==> src/rtl/axis_chk_pkg.sv <==
// Shared types and constants for the AXI-Stream sequence checker.
// State encoding, LFSR constants and default widths.
package axis_chk_pkg;

  typedef enum logic [1:0] {
    IDLE = 2'd0,
    RUN  = 2'd1,
    HALT = 2'd2
  } state_t;

  localparam int DATA_W_DEF = 32;
  localparam int CNT_W_DEF  = 32;

  localparam logic [15:0] LFSR_SEED = 16'hACE1;
  // Galois form of x^16 + x^14 + x^13 + x^11 + 1
  localparam logic [15:0] LFSR_TAPS = 16'hB400;

endpackage

==> src/rtl/axis_lfsr_throttle.sv <==
// Pseudo-random ready gating: a free-running 16-bit LFSR compared
// against a level; a higher level means fewer ready cycles.
module axis_lfsr_throttle
  import axis_chk_pkg::*;
(
  input  logic       clk,
  input  logic       rst,
  input  logic [3:0] lvl,
  output logic       gate_ok
);

  logic [15:0] lfsr;

  // advance the LFSR once per cycle
  always_ff @(posedge clk or posedge rst) begin
    if (rst) begin
      lfsr <= LFSR_SEED;
    end else begin
      lfsr <= {1'b0, lfsr[15:1]} ^ ({16{lfsr[0]}} & LFSR_TAPS);
    end
  end

  assign gate_ok = (lfsr[3:0] >= lvl);

endmodule

==> config.mk <==
export PLATFORM = sky130hd
export DESIGN_NAME = axis_lfsr_throttle
export DESIGN_NICKNAME = d
export VERILOG_FILES = /design/src/rtl/axis_chk_pkg.sv /design/src/rtl/axis_lfsr_throttle.sv
export SDC_FILE = /design/constraint.sdc
export NUM_CORES = 1
export LEC_CHECK = 0
export ABC_CLOCK_PERIOD_IN_PS = 2150
export BUFFER_PORTS_ARGS = -buffer_cell sky130_fd_sc_hd__buf_4
export CAP_MARGIN = 5
export CORE_AREA = 4 4 41 43
export CTS_CLUSTER_DIAMETER = 60
export DETAILED_ROUTE_END_ITERATION = 8
export DIE_AREA = 0 0 45 47
export GPL_ROUTABILITY_DRIVEN = 0
export PLACE_DENSITY = 0.57
export SLEW_MARGIN = 10
export SYNTH_ARGS = -nofsm -noshare
export SYNTH_HDL_FRONTEND = slang
export SYNTH_SLANG_ARGS = --single-unit
==> constraint.sdc <==
create_clock -name clk -period 2.15 [get_ports clk]
set_clock_uncertainty 0.05 [all_clocks]
set_input_delay 0.1075 -clock clk [delete_from_list [all_inputs] [get_ports clk]]
set_output_delay 0.1075 -clock clk [all_outputs]
set_load 0.1 [all_outputs]
==> flow_metrics.tcl <==
set metrics [dict create \
    reg_top3 "lfsr (16)" \
    yosysTopAreaCellShare_pct 38.9 \
    path_clk_slew_ns 0.08 \
    drv_cap 0 \
    start_util_pct 41.5 \
    regToRegSetupSlack_ns 1.19 \
    cts_buffers 3 \
    path_max_fanout 2 \
    fin_nets 56 \
    min_period_ns 2.00 \
    vias_per_cell 4.48 \
    rsz0062_at_grt "false" \
    synthDistinctLibCells 9 \
    grt_pass1_vias 302 \
    yosysWarnings 0 \
    cp.required_ns 1.99 \
    ir_drop_v 0.000423 \
    powerDensity_nw_per_um2 730 \
    drtIter0Drc 0 \
    portBuffers 6 \
    cts.path.max_buffers 2 \
    wire_per_inst_um 11.8 \
    drt_pre_antenna_iters 1 \
    grt_pass1_wl_um 1270 \
    synth-seq-cells 16 \
    status "completed" \
    vias 269 \
    grt_overflow 0 \
    min_period_over_period_pct 92.9 \
    dp_cells 54 \
    finalMaxSlewViolations 0 \
    rows 13 \
    yosysTopAreaCell "dfstp_2" \
    dpl_worst_slack_ns 0.113 \
    netlist_area_um2 541 \
    pin_count 7 \
    drive_gt1_share_pct 51.1 \
    ys_seq_area_share_pct 75.9 \
    top_register "lfsr" \
    synthTopCellsByArea "dfstp_2 (39%), dfrtp_1 (37%), ha_1 (9.3%)" \
    syn-num-nets 43 \
    finalHoldViolCount 0 \
    drc 0 \
    largest_reg_flops 16 \
    antenna_cells 0 \
    fp.dieW_um 45 \
    antenna_found_initial 0 \
    fp.dieH_um 47 \
    cp.arrival_ns 1.84 \
    synth_area_per_cell_um2 16.4 \
    fmax_ghz 0.501 \
    grt_usage_pct 8.76 \
    design.core.area_um2 1300 \
    cts_htree_levels 1 \
    critPathKind "reg2out" \
    finalSetupViolations 0 \
    ant_nets 0 \
    syn2layout_area_growth_pct 32.2 \
    syn_inst 33 \
    drt_wl_total_um 709 \
    clk_latency_ns 0.27 \
    min_path_type "reg2reg" \
    grt_start_max_net_pins 17 \
    critPathCaptureType "output pin" \
    worstMarginPinSlew_ns 0.530 \
    die-area_um2 2120 \
    maxSlewHeadroom_pct 64.6 \
    clock-sinks 16 \
    clockRootBuffer "clkbuf_4" \
    setup_tns_ns 0 \
    p_leak_nw 0.365 \
    cts_tree "built" \
    finalWorstSetupSlack_ns 0.152 \
    fin_cells 60 \
    dp_hpwl_um 488 \
    startpoint_type "flip-flop" \
]
-- area by class of cell --
type,instances,area [µm²]
multi-input cells,12,155
fillers,112,587
inverters,5,18.8
flip-flops and latches,16,410
well taps,15,18.8
clock buffers,4,36.3
repair buffers,8,75.1
-- Yosys cell counts, drive strengths merged --
cell type / number
dfrtp: 8
nor2: 1
dfstp: 8
a2111oi: 1
nand2b: 1
nor3: 2
inv: 5
ha: 4
xor2: 3
-- cells by family (layout without fill, tap and decap cells) --
family / Yosys count / count (layout) / synth area share, %
buf+inv: 5 / 17 / 3.47
flops: 16 / 16 / 75.9
compound gates: 1 / 1 / 2.78
simple gates: 4 / 4 / 3.70
fa+ha+maj: 4 / 4 / 9.26
xor+xnor: 3 / 3 / 4.86
-- cell usage in the layout (no fill, tap or decap) --
| cell type | count |
|---|---|
| clkbuf_4 | 3 |
| dfrtp_1 | 8 |
| nand2b_4 | 1 |
| nor2_1 | 1 |
| dlygate4sd3_1 | 1 |
| xor2_1 | 3 |
| inv_1 | 5 |
| ha_4 | 1 |
| nor3_1 | 1 |
| ha_1 | 3 |
| clkbuf_8 | 1 |
| a2111oi_4 | 1 |
| dfstp_2 | 8 |
| nor3_4 | 1 |
| buf_12 | 1 |
| buf_4 | 6 |
-- where the power goes --
group	total [mW]	internal, mW	switching, mW	leakage [nW]
sequential	0.302	0.302	0	0.194
clock	0.183	0.103	0.0801	0.0210
combinational	0.0373	0.0180	0.0193	0.149
total	0.522	0.422	0.0993	0.365
-- stage by stage --
stage          hold slack, ns  cell area (µm²)  util [%]  total power, mW
6_report                0.309              714      54.9            0.522
3_3_place_gp            0.125              616      47.3            0.335
2_1_floorplan         -0.0345              552         -            0.325
3_5_place_dp            0.136              616      47.3            0.336
5_1_grt                 0.318              714      54.9            0.549
4_1_cts                 0.312              686      52.7            0.527
-- critical path, stage by stage (launching register included) --
cell and delay, ns:
dfstp_2 0.53, inv_1 0.06, ha_4 0.20, nand2b_4 0.14, a2111oi_4 0.39, nor3_4 0.07
buf_12 0.17
-- timing repair --
| item | in CTS | in global routing |
|---|---|---|
| setup buffers | 1 | 0 |
| hold buffers | 1 | 0 |
| endpoints found under the hold margin | 8 | 0 |
| resized for setup | 2 | 4 |
| pin swaps | 1 | 2 |
| endpoints found under the setup margin | 1 | 1 |
-- per-layer routing --
layer	routed length [µm]	global-route usage [%]	share of wire (%)	vias to the layer above
li1	-	-	-	127
met1	303	10.8	43	135
met2	361	13.0	51	5
met3	40	2.30	5.6	2
met4	4	7.02	0.56	0
met5	0	0	0	-
-- worst paths after layout --
kind | from | end | cells after the start
worst max register to register | lfsr[0] | lfsr[12] | 2
worst min-delay path | lfsr[7] | lfsr[6] | 0
worst max-delay path | lfsr[0] | gate_ok | 6
max in group asynchronous | rst | lfsr[15] | 3
worst min register to register | lfsr[7] | lfsr[6] | 0
min in group asynchronous | rst | lfsr[8] | 3
No activity file was read; power rests on OpenSTA's default activity.
